--- src/rtl/vga_timing_pkg.sv ---
// Shared VGA 640x480@60 timing constants, colour/coordinate types and a span helper
// used by the timing generator and the screen renderers.
package vga_timing_pkg;

  localparam int CNT_W   = 11;
  localparam int COLOR_W = 5;
  localparam int CLK_DIV = 4;

  localparam int H_DISPLAY = 640;
  localparam int H_FRONT   = 16;
  localparam int H_SYNC    = 96;
  localparam int H_BACK    = 48;
  localparam int V_DISPLAY = 480;
  localparam int V_FRONT   = 10;
  localparam int V_SYNC    = 2;
  localparam int V_BACK    = 33;

  localparam int H_TOTAL      = H_DISPLAY + H_FRONT + H_SYNC + H_BACK;
  localparam int V_TOTAL      = V_DISPLAY + V_FRONT + V_SYNC + V_BACK;
  localparam int H_SYNC_START = H_DISPLAY + H_FRONT;
  localparam int H_SYNC_END   = H_SYNC_START + H_SYNC - 1;
  localparam int V_SYNC_START = V_DISPLAY + V_FRONT;
  localparam int V_SYNC_END   = V_SYNC_START + V_SYNC - 1;

  localparam int SCREEN_WIDTH  = H_DISPLAY;
  localparam int SCREEN_HEIGHT = V_DISPLAY;

  typedef logic [CNT_W-1:0]   coord_t;
  typedef logic [COLOR_W-1:0] color_t;

  localparam color_t COLOR_BLACK = '0;

  // Inclusive unsigned range test at coordinate width.
  function automatic logic in_span(coord_t v, int first, int last);
    return (v >= coord_t'(first)) && (v <= coord_t'(last));
  endfunction

endpackage

--- src/rtl/vga_pixel_tick.sv ---
// Divides the system clock down to the pixel rate: one-clk p_tick every CLK_DIV clocks,
// first pulse CLK_DIV edges after reset release.
module vga_pixel_tick #(
  parameter int CLK_DIV = 4
) (
  input  logic clk,
  input  logic reset,
  output logic p_tick
);

  localparam int CW = (CLK_DIV > 1) ? $clog2(CLK_DIV) : 1;

  logic [CW-1:0] cnt_q, cnt_d;
  logic          tick_q;

  always_comb begin
    cnt_d = (cnt_q == CW'(CLK_DIV - 1)) ? '0 : cnt_q + 1'b1;
  end

  always_ff @(posedge clk) begin
    if (reset) begin
      cnt_q  <= '0;
      tick_q <= 1'b0;
    end else begin
      cnt_q  <= cnt_d;
      tick_q <= (cnt_q == CW'(CLK_DIV - 1));
    end
  end

  assign p_tick = tick_q;

endmodule

--- src/rtl/vga_timing_gen.sv ---
// VGA timing generator: pixel/line counters, registered syncs and frame_start,
// plus a registered, blanked colour output for the DAC.
module vga_timing_gen #(
  parameter int CLK_DIV   = vga_timing_pkg::CLK_DIV,
  parameter int H_DISPLAY = vga_timing_pkg::H_DISPLAY,
  parameter int H_FRONT   = vga_timing_pkg::H_FRONT,
  parameter int H_SYNC    = vga_timing_pkg::H_SYNC,
  parameter int H_BACK    = vga_timing_pkg::H_BACK,
  parameter int V_DISPLAY = vga_timing_pkg::V_DISPLAY,
  parameter int V_FRONT   = vga_timing_pkg::V_FRONT,
  parameter int V_SYNC    = vga_timing_pkg::V_SYNC,
  parameter int V_BACK    = vga_timing_pkg::V_BACK
) (
  input  logic                                clk,
  input  logic                                reset,
  input  logic [vga_timing_pkg::COLOR_W-1:0]  rgb_in,
  output logic                                p_tick,
  output logic [vga_timing_pkg::CNT_W-1:0]    pixel_x,
  output logic [vga_timing_pkg::CNT_W-1:0]    pixel_y,
  output logic                                video_on,
  output logic                                hsync,
  output logic                                vsync,
  output logic                                frame_start,
  output logic [vga_timing_pkg::COLOR_W-1:0]  rgb_out
);

  import vga_timing_pkg::*;

  localparam int H_TOT    = H_DISPLAY + H_FRONT + H_SYNC + H_BACK;
  localparam int V_TOT    = V_DISPLAY + V_FRONT + V_SYNC + V_BACK;
  localparam int HS_FIRST = H_DISPLAY + H_FRONT;
  localparam int HS_LAST  = HS_FIRST + H_SYNC - 1;
  localparam int VS_FIRST = V_DISPLAY + V_FRONT;
  localparam int VS_LAST  = VS_FIRST + V_SYNC - 1;

  coord_t x_q, x_d, y_q, y_d;
  logic   hsync_q, vsync_q, frame_q;
  color_t rgb_q;
  logic   tick;

  vga_pixel_tick #(.CLK_DIV(CLK_DIV)) u_pixel_tick (
    .clk    (clk),
    .reset  (reset),
    .p_tick (tick)
  );

  always_comb begin
    x_d = x_q;
    y_d = y_q;
    if (tick) begin
      if (x_q == coord_t'(H_TOT - 1)) begin
        x_d = '0;
        y_d = (y_q == coord_t'(V_TOT - 1)) ? '0 : y_q + 1'b1;
      end else begin
        x_d = x_q + 1'b1;
      end
    end
  end

  assign video_on = (x_q < coord_t'(H_DISPLAY)) && (y_q < coord_t'(V_DISPLAY));

  // Syncs and frame_start decode the next counts so they line up with pixel_x/pixel_y.
  always_ff @(posedge clk) begin
    if (reset) begin
      x_q     <= '0;
      y_q     <= '0;
      hsync_q <= 1'b1;
      vsync_q <= 1'b1;
      frame_q <= 1'b0;
      rgb_q   <= COLOR_BLACK;
    end else begin
      x_q     <= x_d;
      y_q     <= y_d;
      hsync_q <= ~in_span(x_d, HS_FIRST, HS_LAST);
      vsync_q <= ~in_span(y_d, VS_FIRST, VS_LAST);
      frame_q <= tick && (x_d == '0) && (y_d == '0);
      rgb_q   <= video_on ? rgb_in : COLOR_BLACK;
    end
  end

  assign p_tick      = tick;
  assign pixel_x     = x_q;
  assign pixel_y     = y_q;
  assign hsync       = hsync_q;
  assign vsync       = vsync_q;
  assign frame_start = frame_q;
  assign rgb_out     = rgb_q;

endmodule

--- config.mk ---
export PLATFORM = sky130hd
export DESIGN_NAME = vga_timing_gen
export DESIGN_NICKNAME = d
export VERILOG_FILES = /design/src/rtl/vga_timing_pkg.sv /design/src/rtl/vga_pixel_tick.sv /design/src/rtl/vga_timing_gen.sv
export SDC_FILE = /design/constraint.sdc
export NUM_CORES = 1
export LEC_CHECK = 0
export CORE_MARGIN = 2
export CORE_UTILIZATION = 46
export DETAILED_ROUTE_END_ITERATION = 6
export GPL_TIMING_DRIVEN = 0
export PLACE_DENSITY_LB_ADDON = 0.3
export SYNTH_ARGS = -nofsm -noshare
export SYNTH_HDL_FRONTEND = slang
export SYNTH_HIERARCHICAL = 1
export SYNTH_SLANG_ARGS = --single-unit
--- constraint.sdc ---
create_clock -name clk -period 2.4 [get_ports clk]
set_input_delay 0.48 -clock clk [delete_from_list [all_inputs] [get_ports clk]]
set_output_delay 0.48 -clock clk [all_outputs]
set_load 0.03 [all_outputs]
* Yosys cells after proc, flatten, opt, wreduce, memory -nomap -nowiden
Index checks and enable logic that the tools add are counted.
Word-level totals: register bits after elaboration 33, output and inout bits 32, logic and storage cells 37
Operators by class: add/sub/neg operators 3, $lt $le $gt $ge 6, eq/ne operators 3, mux-type cells 5, bitwise gates (word level) 3, reductions and logical operators 9
Operators by type and width (number):
- 2-to-1 mux 11 bit | 5
- adder 11 x 1 -> 11 bit (second input constant) | 2
- equality test 11 x 10 -> 1 bit (second input constant) | 2
- logical NOT 11 bit | 2
- >= comparator 11 x 10 -> 1 bit (second input constant) | 1
- >= comparator 11 x 9 -> 1 bit (second input constant) | 1
- <= comparator 11 x 10 -> 1 bit (second input constant) | 1
- <= comparator 11 x 9 -> 1 bit (second input constant) | 1
- less-than comparator 11 x 10 -> 1 bit (second input constant) | 1
- less-than comparator 11 x 9 -> 1 bit (second input constant) | 1
- logical AND 1 bit | 5
- OR reduction 2 bit | 2
- inverter 1 bit | 3
- adder 2 x 1 -> 2 bit (second input constant) | 1
- equality test 2 bit (second input constant) | 1

* Longest topological paths before layout
word-level depth 7, mapped depth 8, gate-level depth less buffers 8

* Modules after synthesis
Netlist, hierarchy kept.
By module, submodules not included:
- vga_timing_gen | instances 1, cells each 208, area each 1771.7 um^2
- vga_pixel_tick | instances 1, cells each 7, area each 103.8 um^2

* Worst setup path after synthesis
OpenSTA, ideal clock, no wires.
path kind register to register, start point reg x_q[0] (netlist: pixel_x[0]), end point reg vsync_q (netlist: vsync), arrival time 2542 ps, required time 2276 ps, setup slack -266 ps, stages on the path, launching flop included 8, buffers on the path 0, clock period less this slack 2666 ps, cells stage by stage dfxtp_1 > ha_1 > nand4bb_2 > nor4_4 > nand4_1 > xor2_1 > or4b_1 > a2111o_1
On the way: word-level cells in the longest chain between the ends 6, elaborated cells between the ends (all ways) 7
Ends and longest elaborated chain:
- start: declaration | line vga_timing_gen.sv:36 | coord_t x_q, x_d, y_q, y_d;
- start signal: assignment | line vga_timing_gen.sv:65 | x_q <= '0;
- start signal: assignment | line vga_timing_gen.sv:72 | x_q <= x_d;
- equality test 11 x 10 -> 1 bit (*) | line vga_timing_gen.sv:51 | if (x_q == coord_t'(H_TOT - 1)) begin
- 2-to-1 mux 11 bit (*) | line vga_timing_gen.sv:51
- 2-to-1 mux 11 bit (*) | line vga_timing_gen.sv:50 | if (tick) begin
- >= comparator 11 x 9 -> 1 bit or <= comparator 11 x 9 -> 1 bit (tied branches) | line vga_timing_pkg.sv:35 | return (v >= coord_t'(first)) && (v <= coord_t'(last));
- logical AND 1 bit (*) | line vga_timing_pkg.sv:35
- inverter 1 bit (*) | line vga_timing_gen.sv:75 | vsync_q <= ~in_span(y_d, VS_FIRST, VS_LAST);
- end signal: assignment | line vga_timing_gen.sv:75
- end: declaration | line vga_timing_gen.sv:37 | logic hsync_q, vsync_q, frame_q;
Every way passes the cells marked *; elsewhere a longest branch is shown, timed or not. A chain may end at the register's enable or synchronous reset.

* Final worst setup path
start point reg x_q[7] (netlist: pixel_x[7]), end point reg vsync_q (netlist: vsync)
Same word-level chain as after synthesis.

==> flow_summary_export.csv <==
group,metric,value,unit
status,status,"finished, final reports clean",
power,max-vdd-ir-drop,275.9,uV
synthesis,synth_edf_count,0,
global_route,grt_pass1_vias,1473,
timing,relSlewSlack,0.5914,
synthesis,synthesis.nets,226,
timing,clock_skew,8.130,ps
timing,rsz0062_at_grt,"true",
power,power,1.051,mW
power,internal_power,817.0,uW
synthesis,netlist_top_cells_count,"dfxtp_1 (33), nor2_1 (30), nand2_1 (15)",
synthesis,syn-instance-count,215,
die,fp.dieArea,4604,um^2
setup_path,slowest_stage,"or4_4",
synthesis,synth_top_area_frac,0.3522,
clock_network,cts_inserted_buffers,5,
setup_path,critPathRequiredTime,2570,ps
cells_and_area,layoutNonFillerInstCount,320,
route,drt_iter0_markers,88,
die,fp.dieW,67.86,um
cells_and_area,n_fill_cell,347,
timing,worst_slew_pin_slew,605.2,ps
setup_path,critPathKind,"reg -> reg",
route,wl_per_cell,13.76,um
global_route,grt_start_max_net_pins,11,
setup_path,crit_buf_inv,0,
synthesis,synthArstFlopShare,0,
clock_network,path_clk_slew,70,ps
cells_and_area,multiInputGateArea,1161,um^2
setup_path,startpoint_type,"register",
setup_path,endpoint_kind,"register",
placement,portBuffers,38,
timing,hold_ws,448.6,ps
timing,final-setup-viol-count,0,
synthesis,synth_top_area_cell,"dfxtp_1",
timing,finalMaxSlewViolations,0,
clock_network,worstSkewPairLatency,290,ps
timing,post-route-period-util,0.9998,
timing,clock.fmax,416.8,MHz
synthesis,synth-seq-cells,33,
clock_network,root_buffer,"clkbuf_8",
cells_and_area,fin_nets,280,
die,core,3971,um^2
setup_path,crit_chain,"or3b_4 > or4_4 > nor4_4 > and3_4 > nor3_2 > a2111o_1",
synthesis,netlist_area,1876,um^2
power,switching_share,0.2227,
worst_hold_path,min_path_type,"reg -> reg",
timing,hold_viol,0,
timing,worst_slack,0.5449,ps
global_route,antenna_found_initial,0,
placement,dpl_worst_slack,-291.6,ps
die,start_util,0.4723,
setup_path,max_stage_delay,560,ps
power,seqPwrFrac,0.531,
cells_and_area,fin_util,0.6493,
die,core.rowCount,23,
power,pwr-share-comb,0.058,
cells_and_area,antenna_cells,0,
route,viasPerCell,5.359,
clock_network,htreeDepth,2,
power,p_sw,234.1,uW
placement,dpl-instance-area,2331,um^2
die,boundaryPins,39,
clock_network,cts_tree,"done",
clock_network,cts.sinks,33,
run,cap_violations,0,
setup_path,cp_top_family,"simple AND/OR/NAND/NOR gates",
cells_and_area,synthToLayoutAreaGrowth,37.49,%
setup_path,cp_max_fo,6,
placement,gp_congestion,0.8996,
placement,dp_hpwl,3036,um
cells_and_area,layout-drive-gt1-share,0.2148,
route,first_pass_iters,4,
timing,final.min_clock_period,2399,ps
power,pwr-share-clk,0.411,
power,power_leakage,0.9633,nW
global_route,grt_pass1_wl,7086,um
synthesis,ys_seq_area_frac,0.3522,
placement,place_inst,303,
global_route,grtUsageTotal,0.2071,
synthesis,synthTopCellsByArea,"dfxtp_1 (35%), nor2_1 (6.0%), xor2_1 (5.6%), xnor2_1 (4.2%), nand4_1 (3.7%)",
synthesis,avgSynthCellArea,8.723,um^2
die,dieHeight,67.86,um
synthesis,yosys_warnings,6,
global_route,overflow,0,
cells_and_area,register_area,679.4,um^2
route,drcViolationCount,0,
synthesis,yosysMostFrequentCell,"dfxtp_1",
setup_path,cp.arrival,2570,ps
timing,setup_tns,0,ps
cells_and_area,postLayoutCellArea,2579,um^2
route,postRouteAntennaNets,0,
power,power_density,407.6,nW/um^2
synthesis,yosys_most_used_dff,"dfxtp_1",
route,num_vias,1715,
route,drt-total-wl,4403,um
synthesis,yosysUniqueCellTypes,54,
clock_network,clockBufferDepth,2,
[cell families (layout without fill, tap and decap cells)]
group	after synthesis	after routing	share of synthesized area
AOI/OAI and AO/OA	28	28	0.09541
adders and majority gates	4	4	0.02669
and+or+nand+nor	107	107	0.3302
DFF	33	33	0.3522
xor gates and xnor gates	21	21	0.09807
muxes	4	4	0.02201
buffers and inverters	18	73	0.07538
[area by class of cell]
type | count | area share
plain buffers | 12 | 0.04221
flip-flops and latches | 33 | 0.2635
clock buffers | 8 | 0.03493
well taps | 50 | 0.02426
multi-input cells | 164 | 0.4503
inverters | 4 | 0.005822
repair buffers | 49 | 0.1790
[routing by layer]
layer  up-vias  track usage  wire, um
li1        868            -         -
met1       796       0.2789      2047
met2        49       0.3125      2055
met3         2      0.05921       274
met4         0      0.08250        25
met5         -            0         0
[worst reg2reg max path: stages (launching register included)]
cell	delay [ps]
dfxtp_4	360
or3b_4	440
or4_4	560
nor4_4	250
and3_4	220
nor3_2	60
a2111o_1	390
[power by group through the flow]
stage	clock [mW]	combinational, mW	sequential, mW
6_report	0.432	0.0607	0.558
5_1_grt	0.467	0.0672	0.559
3_5_place_dp	0	0.0609	0.573
3_3_place_gp	0	0.0602	0.572
4_1_cts	0.447	0.0613	0.561
2_1_floorplan	0	0.0216	0.584
[cell usage in the layout, fill, tap and decap left out, types with 8 or more instances in the layout]
cell type / Yosys / final
nor2_1: 30 / 29
nand2_1: 15 / 15
buf_4: 3 / 13
dfxtp_1: 33 / 28
a21oi_1: 10 / 10
clkbuf_8: 2 / 8
xnor2_1: 9 / 9
clkdlybuf4s50_1: 0 / 37
xor2_1: 12 / 11
nand3_1: 10 / 10
nand4_1: 11 / 11
[registers in the layout, summed over array words and instances (netlist names)]
name,cells
vsync,1
frame_start,1
hsync,1
pixel_y,11
pixel_x,11
u_pixel_tick/cnt_q,2
rgb_out,5
u_pixel_tick/p_tick,1
[final timing paths]
| check | start | end | slack [ps] | depth (start not counted) |
|---|---|---|---|---|
| worst max-delay path | pixel_x[7] | vsync | 0.5 | 6 |
| worst min-delay path | u_pixel_tick/cnt_q[0] | u_pixel_tick/cnt_q[0] | 450 | 1 |
| worst max register to register | pixel_x[7] | vsync | 0.5 | 6 |
| worst min register to register | u_pixel_tick/cnt_q[0] | u_pixel_tick/cnt_q[0] | 450 | 1 |
[timing repair]
item                                    CTS  global route
gates resized for setup                  10            10
endpoints found under the setup margin    3             2
hold buffers                              0             0
pin swaps                                 5             4
buffers inserted                          3             8
hold endpoints to repair                  0             0
Power figures use the tool's default switching activity.
